$ cat src/rtl/pipe_pkg.sv
// Shared types and constants for the pipeline hazard controller.
package pipe_pkg;

  localparam int REG_ADDR_W = 5;
  localparam logic [REG_ADDR_W-1:0] REG_ZERO = 5'd0;
  localparam int REDIRECT_FLUSH_DEF = 2;

  typedef enum logic [1:0] {
    RUN   = 2'd0,
    FLUSH = 2'd1,
    BUSY  = 2'd2
  } hz_state_t;

endpackage

$ cat src/rtl/hz_sat_counter.sv
// Saturating up-counter with enable; sticks at all-ones, async active-low clear.
module hz_sat_counter #(
  parameter int W = 32
) (
  input  logic         CLK,
  input  logic         Reset,
  input  logic         en,
  output logic [W-1:0] count
);

  always_ff @(posedge CLK or negedge Reset) begin
    if (!Reset) begin
      count <= '0;
    end else if (en && (count != '1)) begin
      count <= count + W'(1);
    end
  end

endmodule

$ cat src/rtl/pipe_hazard_ctrl.sv
// Load-use / redirect / multi-cycle-busy hazard control for PC, IF/ID and ID/EXE.
// Performance counters are built only when HAZARD_PERF_EN is defined.
module pipe_hazard_ctrl
  import pipe_pkg::*;
#(
  parameter int REDIRECT_FLUSH = REDIRECT_FLUSH_DEF,
  parameter int CNT_W          = 32
) (
  input  logic                  CLK,
  input  logic                  Reset,
  input  logic                  idValid,
  input  logic [REG_ADDR_W-1:0] idRs,
  input  logic [REG_ADDR_W-1:0] idRt,
  input  logic                  idUsesRs,
  input  logic                  idUsesRt,
  input  logic                  exeMemRead,
  input  logic                  exeRegShouldWrite,
  input  logic [REG_ADDR_W-1:0] exeRegWriteAddress,
  input  logic                  exeRedirect,
  input  logic                  exeBusy,
  output logic                  pcStall,
  output logic                  ifidStall,
  output logic                  ifidFlush,
  output logic                  idexeBubble
`ifdef HAZARD_PERF_EN
  ,
  output logic [CNT_W-1:0]      stallCount,
  output logic [CNT_W-1:0]      flushCount
`endif
);

  localparam logic [2:0] RELOAD = 3'(REDIRECT_FLUSH - 1);

  if ((REDIRECT_FLUSH < 1) || (REDIRECT_FLUSH > 7)) begin : g_bad_flush
    $error("REDIRECT_FLUSH must be within 1..7");
  end
  if (CNT_W < 1) begin : g_bad_cnt
    $error("CNT_W must be positive");
  end

  hz_state_t  state, stateNext;
  logic [2:0] flushLeft, flushLeftNext;
  logic       lu;

  assign lu = idValid & exeMemRead & exeRegShouldWrite & (exeRegWriteAddress != REG_ZERO) &
              ((idUsesRs & (idRs == exeRegWriteAddress)) |
               (idUsesRt & (idRt == exeRegWriteAddress)));

  always_ff @(posedge CLK or negedge Reset) begin
    if (!Reset) begin
      state     <= RUN;
      flushLeft <= 3'd0;
    end else begin
      state     <= stateNext;
      flushLeft <= flushLeftNext;
    end
  end

  // Priority is redirect > busy > load-use; FLUSH discards decode so lu is ignored there.
  always_comb begin
    stateNext     = state;
    flushLeftNext = flushLeft;
    pcStall       = 1'b0;
    ifidStall     = 1'b0;
    ifidFlush     = 1'b0;
    idexeBubble   = 1'b0;
    case (state)
      FLUSH: begin
        ifidFlush   = 1'b1;
        idexeBubble = 1'b1;
        if (exeRedirect) begin
          flushLeftNext = RELOAD;
          stateNext     = (RELOAD == 3'd0) ? RUN : FLUSH;
        end else if (flushLeft <= 3'd1) begin
          flushLeftNext = 3'd0;
          stateNext     = RUN;
        end else begin
          flushLeftNext = flushLeft - 3'd1;
        end
      end
      default: begin
        if (exeRedirect) begin
          ifidFlush     = 1'b1;
          idexeBubble   = 1'b1;
          flushLeftNext = RELOAD;
          stateNext     = (RELOAD == 3'd0) ? RUN : FLUSH;
        end else if (exeBusy) begin
          pcStall   = 1'b1;
          ifidStall = 1'b1;
          stateNext = BUSY;
        end else begin
          stateNext = RUN;
          if (lu) begin
            pcStall     = 1'b1;
            ifidStall   = 1'b1;
            idexeBubble = 1'b1;
          end
        end
      end
    endcase
    // Keep ID/EXE empty and IF/ID flushed while reset is held.
    if (!Reset) begin
      pcStall     = 1'b0;
      ifidStall   = 1'b0;
      ifidFlush   = 1'b1;
      idexeBubble = 1'b1;
    end
  end

`ifdef HAZARD_PERF_EN
  hz_sat_counter #(.W(CNT_W)) u_stall_cnt (
    .CLK   (CLK),
    .Reset (Reset),
    .en    (pcStall),
    .count (stallCount)
  );

  hz_sat_counter #(.W(CNT_W)) u_flush_cnt (
    .CLK   (CLK),
    .Reset (Reset),
    .en    (ifidFlush & Reset),
    .count (flushCount)
  );
`endif

endmodule

$ cat config.mk
export PLATFORM = sky130hd
export DESIGN_NAME = pipe_hazard_ctrl
export DESIGN_NICKNAME = d
export VERILOG_FILES = /design/src/rtl/pipe_pkg.sv /design/src/rtl/hz_sat_counter.sv /design/src/rtl/pipe_hazard_ctrl.sv
export SDC_FILE = /design/constraint.sdc
export NUM_CORES = 1
export LEC_CHECK = 0
export BUFFER_PORTS_ARGS = -buffer_cell sky130_fd_sc_hd__buf_2
export CORE_AREA = 4 4 41 43
export DETAILED_ROUTE_END_ITERATION = 8
export DIE_AREA = 0 0 45 47
export RECOVER_POWER = 50
export SETUP_SLACK_MARGIN = 0.2
export SKIP_CTS_REPAIR_TIMING = 1
export SYNTH_ARGS = -nofsm -noshare
export SYNTH_HDL_FRONTEND = slang
export SYNTH_SLANG_ARGS = --single-unit
export TNS_END_PERCENT = 30
$ cat constraint.sdc
create_clock -name CLK -period 1.7 [get_ports CLK]
set_input_delay 0 -clock CLK [delete_from_list [all_inputs] [get_ports CLK]]
set_output_delay 0 -clock CLK [all_outputs]
set_load 0.05 [all_outputs]
Yosys cells after proc, flatten, opt, wreduce, memory -nomap -nowiden
Cells that the tools add are included.
{ "totals": {"ff_bits": 5, "latchBits": 0, "ram_bits": 0, "mem_bits_ro": 0, "wordCells": 38, "n_memories": 0} }
{ "op_classes": {"n_addsub": 1, "mul": 0, "div": 0, "order_cmp": 1, "n_eq_ne": 4, "shifts": 0, "mux": 21, "bitwise_logic": 7, "reduce_logical": 2} }
{ "ops": {"columns": ["cell", "n"], "rows": [
  ["$mux 1", 12],
  ["$mux 3", 4],
  ["$eq 5x5->1", 2],
  ["$mux 2", 5],
  ["$and 1x1->1", 6],
  ["$reduce_bool 5->1", 1],
  ["$le 3x1->1 const B", 1],
  ["$ne 3x3->1 const B", 1],
  ["$sub 3x1->3 const B", 1],
  ["$eq 2x1->1 const B", 1],
  ["$reduce_bool 2->1", 1],
  ["$or 1x1->1", 1]
]} }

Logic depth before layout (Yosys ltp)
Gate-level depths: netlist (run 1).
{ "logic_depth": {"word_depth": 9, "mapped_depth": 6, "ltp_nobuf": 6} }

Worst setup path after synthesis (run 1)
No wires, ideal clock.
{ "synth_path": {"kind": "flip-flop to output port", "start": "reg state[0]", "end": "out pcStall", "t_arrival_ns": 2.811, "required_time_ns": 1.700, "slack_ns": -1.111, "stages_incl_launch_ff": 6, "n_path_buf": 1, "cell_sequence": "dfrtp_1 -> nor2b_1 -> nor3b_1 -> inv_1 -> o31ai_1 -> buf_4"} }
{ "synth_via": {"elab_chain_cells": 3} }
{ "synth_rtl": {"columns": ["element", "line", "text"], "rows": [
  ["start: declaration", "pipe_hazard_ctrl.sv:41", "hz_state_t state, stateNext;"],
  ["start signal: assignment", "pipe_hazard_ctrl.sv:54", "state <= stateNext;"],
  ["$eq 2x1->1", null, null],
  ["$mux 1 (2 in a row)", null, null],
  ["end: declaration", "pipe_hazard_ctrl.sv:21", "output logic pcStall,"]
]} }
No other way between the ends.

Final worst setup path (run 1)
{ "layout_path": {"start": "reg state[0]", "end": "out ifidStall"} }
{ "layout_via": {"elab_chain_cells": 3} }
{ "layout_rtl": {"columns": ["element", "line", "text"], "rows": [
  ["$eq 2x1->1", "pipe_hazard_ctrl.sv:67", "case (state)"],
  ["$mux 1", "pipe_hazard_ctrl.sv:67", null],
  ["$mux 1", "pipe_hazard_ctrl.sv:102", "if (!Reset) begin"],
  ["end: declaration", "pipe_hazard_ctrl.sv:22", "output logic ifidStall,"]
]} }
No other way between the ends.

==> impl_metrics.env, run 1 <==
export IMPL_status="finished, final reports clean"
export IMPL_cts_root_buf="clkbuf_4"
export IMPL_fin_cells=94
export IMPL_r2r_slack_ns=0.25
export IMPL_pin_count=28
export IMPL_wire_per_inst_um=11.60
export IMPL_die_h_um=47
export IMPL_synth_cell_types=25
export IMPL_min_period_ns=1.530
export IMPL_syn_area_sq_um=411.6
export IMPL_fillCellCount=128
export IMPL_cp_slowest_cell="dfrtp_1"
export IMPL_finalMaxSlewViolations=0
export IMPL_via_per_inst=4.681
export IMPL_synthFlopType="dfrtp_1"
export IMPL_slew_headroom_pct=73.10
export IMPL_finalSetupViolations=0
export IMPL_htreeDepth=1
export IMPL_row_count=13
export IMPL_grt_overflow=0
export IMPL_antenna_cells=0
export IMPL_max_freq_ghz=0.6536
export IMPL_crit_chain="nor2b_4 -> nor3b_4 -> inv_2 -> o31ai_4 -> buf_6"
export IMPL_dp_hpwl_um=903.2
export IMPL_first_pass_iters=2
export IMPL_critPathArrivalTime_ns=1.53
export IMPL_rr_startpoint="flushLeft[1]"
export IMPL_grtUsageTotal_pct=11.72
export IMPL_synthCells=44
export IMPL_grt_pass1_vias=462
export IMPL_finalWeightedCongestion=0.7129
export IMPL_multiInputGateArea_sq_um=305.3
export IMPL_die_w_um=45
export IMPL_ys_seq_area_share_pct=30.40
export IMPL_crit_type="reg -> out"
export IMPL_portBuffers=27
export IMPL_place_inst=85
export IMPL_clock_sinks=5
export IMPL_clk_insertion_delay_late_ns=0.25
export IMPL_synth_area_leaders="dfrtp_1 (30%), xor2_1 (17%), ha_1 (6.1%)"
export IMPL_startpoint_type="flop"
export IMPL_crit_buf_inv=2
export IMPL_antenna_left=0
export IMPL_synth_area_leader_cell="dfrtp_1"
export IMPL_rsz0062_at_grt="true"
export IMPL_cap_violations=0
export IMPL_ys_top_cells_by_count="xor2_1 (8), dfrtp_1 (5), inv_1 (3), nor2_1 (3)"
export IMPL_routed_wl_um=1090
export IMPL_route_met3_wl_um=125
export IMPL_yosysMostFrequentCell="xor2_1"
export IMPL_endpoint_kind="output pin"
export IMPL_syn_nets=70
export IMPL_synth_edff_count=0
export IMPL_whs_path_depth=2
export IMPL_remaining_drc_errors=0
export IMPL_worst_pin_slew_ns=0.4030
export IMPL_r2r_end="flushLeft[0]"
export IMPL_vias=440
export IMPL_wl_met2_um=546
export IMPL_grt_pass1_wl_um=1731
export IMPL_cp_top_family="simple AND/OR/NAND/NOR gates"
export IMPL_cts_buffers=3
export IMPL_power_density_nw_per_um2=644.6
export IMPL_cts_tree="done"
export IMPL_yosys_warnings=0
export IMPL_wirelength_met1_um=409
export IMPL_critPathMaxStageDelay_ns=0.36
export IMPL_area_delta_synth_final_pct=63.53
export IMPL_utilization_pct=51.73
export IMPL_syn_area_per_cell_sq_um=9.356
export IMPL_clockBufferDepth=2
export IMPL_fin_crit_sh_pct=90.00
export IMPL_hold_path_class="in -> reg"
export IMPL_postPlaceCellArea_sq_um=581.8
export IMPL_fin_skew_ns=0.002785
export IMPL_hold_violations=0
export IMPL_ys_ff_latch=5
export IMPL_p_leak_nw=0.3166
export IMPL_drt_iter0_drc=3
export IMPL_min_to="flushLeft[1]"
export IMPL_final_net_count=106
export IMPL_worst_endpoint_required_ns=1.70
export IMPL_netlist_area_leader_share_pct=30.40
export IMPL_final_area_sq_um=673.1
export IMPL_highest_layer="met4"
export IMPL_path_max_fanout=3
export IMPL_design_die_area_sq_um=2115
export IMPL_reg2reg_depth=6
export IMPL_grt_antenna_before_repair=0
export IMPL_register_area_sq_um=125.1
export IMPL_final_layout_size_suffix_gt1_share_pct=50.63
export IMPL_synthArstFlopShare_pct=100.0
export IMPL_grt_max_degree=8
export IMPL_clk_pin_slew_ns=0.05
export IMPL_core_area_sq_um=1301
export IMPL_hp_start="exeRedirect"
export IMPL_start_util_pct=31.63
export IMPL_max_vdd_ir_drop_uv=222.1
==> cells in the final DEF, fill, tap and decap left out, types with 2 or more instances in the layout <==
cell / instances
buf_2: 24
xor2_1: 8
dfrtp_1: 5
buf_4: 4
nor2_1: 3
clkbuf_4: 3
inv_1: 2
xnor2_1: 2
ha_1: 2
clkbuf_1: 2
buf_6: 2
==> cell families after synthesis <==
| family | Yosys count | share of synthesized area, % |
|---|---|---|
| simple gates | 14 | 20.98 |
| xor+xnor | 10 | 21.28 |
| compound gates | 9 | 16.72 |
| flops | 5 | 30.40 |
| buf+inv | 4 | 4.560 |
| fa+ha+maj | 2 | 6.078 |
==> flip-flops by register name, summed over array words and instances, names as in the netlist <==
register   count
state          2
flushLeft      3
==> metrics by stage <==
| step | hold slack (ns) | setup TNS, ns | total power, mW | worst slack, ns |
|---|---|---|---|---|
| final | 0.008281 | 0 | 0.4339 | 0.1700 |
| after global routing | 0.01267 | 0 | 0.4713 | 0.1033 |
| after CTS | -0.4467 | 0 | 0.4183 | 0.02694 |
| after detailed placement | -0.1768 | 0 | 0.2693 | 0.2423 |
| after global placement | -0.1760 | 0 | 0.2662 | 0.3074 |
| after floorplan | -0.2956 | -0.05506 | 0.2180 | -0.05506 |
==> where the power goes <==
| group | switching [mW] | internal, mW | total, mW |
|---|---|---|---|
| registers | 0.00743 | 0.129 | 0.136 |
| logic | 0.0782 | 0.0759 | 0.154 |
| clock network | 0.0545 | 0.0891 | 0.144 |
==> routing by layer <==
metal  GRT usage, %  vias up
met5              0        -
met4          7.018        0
met3          5.747        2
met2          20.90       22
met1          10.76      188
li1               -      228
==> area by class of cell <==
class                   count  share of cell area [%]
well taps                  15                   2.788
clock buffers               4                   3.903
repair buffers             32                   27.70
inverters                   3                   1.673
flip-flops and latches      5                   18.59
multi-input cells          35                   45.35
==> worst reg2reg max path: cells and delay by family (launching register included) <==
family                   cells  cell delay [ns]
buffers and inverters        1             0.09
adder cells (fa/ha/maj)      1             0.14
AND/OR/NAND/NOR              2             0.35
AO/OA/AOI/OAI                2             0.37
flip-flops                   1             0.37
==> how the worst max path moves through the flow <==
stage / start / endpoint / slack (ns) / cells after the start
after floorplan: state[0] / pcStall / -0.06 / 5
after detailed placement: flushLeft[1] / flushLeft[0] / 0.24 / 6
final: state[0] / ifidStall / 0.17 / 5
after global routing: state[0] / ifidStall / 0.10 / 5
after global placement: flushLeft[1] / flushLeft[0] / 0.31 / 6
after CTS: state[0] / ifidStall / 0.03 / 5
Power figures use the tool's default switching activity.
==> run 2: changes to the inputs <==
- MAX_ROUTING_LAYER: not set -> met4
- SYNTH_HIERARCHICAL: not set -> 1
==> impl_metrics.env, run 2 <==
export IMPL_r2r_end="flushLeft[0]"
export IMPL_syn_area_per_cell_sq_um=9.356
export IMPL_final_layout_size_suffix_gt1_share_pct=50.63
export IMPL_antenna_left=0
export IMPL_crit_path_end="ifidStall"
export IMPL_pin_count=28
export IMPL_area_delta_synth_final_pct=63.53
export IMPL_portBuffers=27
export IMPL_ys_ff_latch=5
export IMPL_cap_violations=0
export IMPL_largest_reg_flops=3
export IMPL_p_sw_share_pct=32.24
export IMPL_final_cell_mix="buf_2 (24), xor2_1 (8), dfrtp_1 (5), buf_4 (4)"
export IMPL_met2_usage_pct=20.90
export IMPL_utilization_pct=51.73
export IMPL_via_per_inst=4.681
export IMPL_die_w_um=45
export IMPL_grtUsageTotal_pct=12.10
export IMPL_cts_buffers=3
export IMPL_combPwrFrac_pct=35.5
export IMPL_grt_antenna_before_repair=0
export IMPL_rsz0062_at_grt="true"
export IMPL_fin_cells=94
export IMPL_clk_pin_slew_ns=0.05
export IMPL_grt_max_degree=8
export IMPL_core_area_sq_um=1301
export IMPL_layout_commonest_cell="buf_2"
export IMPL_synth_cell_types=25
export IMPL_netlist_area_leader_share_pct=30.40
export IMPL_pwr_share_seq_pct=31.4
export IMPL_grt_pass1_wl_um=1725
export IMPL_slew_headroom_pct=73.10
export IMPL_reg2reg_depth=6
export IMPL_synthCells=44
export IMPL_p_sw_uw=139.8
export IMPL_startpoint="state[0]"
export IMPL_die_h_um=47
export IMPL_routed_wl_um=1092
export IMPL_multiInputGateArea_sq_um=305.3
export IMPL_place_inst=85
export IMPL_finalSetupViolations=0
export IMPL_ys_seq_area_share_pct=30.40
export IMPL_min_period_ns=1.530
export IMPL_htreeDepth=1
export IMPL_yosys_warnings=6
export IMPL_status="finished, final reports clean"
export IMPL_synth_edff_count=0
export IMPL_startpoint_type="flop"
export IMPL_holdWs_ns=0.007041
export IMPL_fin_skew_ns=0.002287
export IMPL_grt_pass1_vias=461
export IMPL_finalWeightedCongestion=0.7211
export IMPL_design_die_area_sq_um=2115
export IMPL_synthFlopType="dfrtp_1"
export IMPL_grt_busiest_layer="met2"
export IMPL_first_pass_iters=2
export IMPL_place_ws_ns=0.2423
export IMPL_final_area_sq_um=673.1
export IMPL_cts_root_buf="clkbuf_4"
export IMPL_path_max_fanout=3
export IMPL_synthArstFlopShare_pct=100.0
export IMPL_crit_type="reg -> out"
export IMPL_worst_endpoint_required_ns=1.70
export IMPL_register_area_sq_um=125.1
export IMPL_r2r_slack_ns=0.25
export IMPL_p_int_uw=293.8
export IMPL_final_net_count=106
export IMPL_synth_area_leaders="dfrtp_1 (30%), xor2_1 (17%), ha_1 (6.1%)"
export IMPL_postPlaceCellArea_sq_um=581.8
export IMPL_power_density_nw_per_um2=644.2
export IMPL_rr_startpoint="flushLeft[1]"
export IMPL_max_vdd_ir_drop_uv=221.1
export IMPL_gr_usage_met1_pct=11.21
export IMPL_p_leak_nw=0.3166
export IMPL_yosysMostFrequentCell="xor2_1"
export IMPL_p_clk_share_pct=33.1
export IMPL_vias=440
export IMPL_fin_setup_tns_ns=0
export IMPL_syn_nets=70
export IMPL_grtUsageMet3_pct=4.981
export IMPL_drt_iter0_drc=3
export IMPL_fin_ws_ns=0.1702
export IMPL_fin_crit_sh_pct=89.99
export IMPL_ys_top_cells_by_count="xor2_1 (8), dfrtp_1 (5), inv_1 (3), nor2_1 (3)"
export IMPL_finalMaxSlewViolations=0
export IMPL_cts_tree="done"
export IMPL_max_freq_ghz=0.6537
export IMPL_regMostFlops="flushLeft"
export IMPL_antenna_cells=0
export IMPL_power_uw=433.6
export IMPL_syn_area_sq_um=411.6
export IMPL_reg_top3="flushLeft: 3 flops, state: 2 flops"
export IMPL_synth_area_leader_cell="dfrtp_1"
export IMPL_clockBufferDepth=2
export IMPL_row_count=13
export IMPL_critPathArrivalTime_ns=1.53
export IMPL_grt_overflow=0
export IMPL_hold_path_class="in -> reg"
export IMPL_wire_per_inst_um=11.62
export IMPL_clk_insertion_delay_late_ns=0.25
export IMPL_start_util_pct=31.63
export IMPL_remaining_drc_errors=0
export IMPL_clock_sinks=5
export IMPL_hold_violations=0
export IMPL_fillCellCount=128
export IMPL_dp_hpwl_um=903.2
export IMPL_worst_pin_slew_ns=0.4030
export IMPL_endpoint_kind="output pin"
[run 2: worst min path at each step]
stage	startpoint	endpoint	slack, ns	cells past startpoint
floorplan	Reset	flushLeft[0]	-0.30	0
global placement	Reset	flushLeft[0]	-0.18	1
detailed placement	Reset	flushLeft[0]	-0.18	1
CTS	Reset	state[1]	-0.45	1
global route	exeRedirect	flushLeft[1]	0.01	2
finish	exeBusy	state[1]	0.007	2
[run 2: critical path: stages, from the launching register on]
cell,delay [ns]
dfrtp_1,0.36
nor2b_4,0.14
nor3b_4,0.24
inv_2,0.08
o31ai_4,0.27
buf_6,0.20
[run 2: final cells by class]
class / count / share of cell area (%)
clock buffer: 4 / 3.903
timing repair buffer: 32 / 27.70
inverter: 3 / 1.673
multi-input combinational: 35 / 45.35
tap: 15 / 2.788
sequential: 5 / 18.59
[run 2: per-layer routing]
metal  vias up  share of wire, %
li1        228                 -
met1       188                39
met2        22                50
met3         2                10
met4         0              0.82
met5         -                 0
[run 2: power by group through the flow]
stage / clock (mW) / sequential (mW) / combinational (mW)
after floorplan: 0 / 0.135 / 0.0832
after global placement: 0 / 0.136 / 0.130
after detailed placement: 0 / 0.136 / 0.133
after CTS: 0.150 / 0.135 / 0.133
after global routing: 0.162 / 0.137 / 0.172
final: 0.143 / 0.136 / 0.154
[run 2: cells by family after synthesis]
logic type,Yosys count,synth area share [%]
AND/OR/NAND/NOR,14,20.98
AO/OA/AOI/OAI,9,16.72
flip-flops,5,30.40
adder cells (fa/ha/maj),2,6.078
XOR/XNOR,10,21.28
buffers and inverters,4,4.560
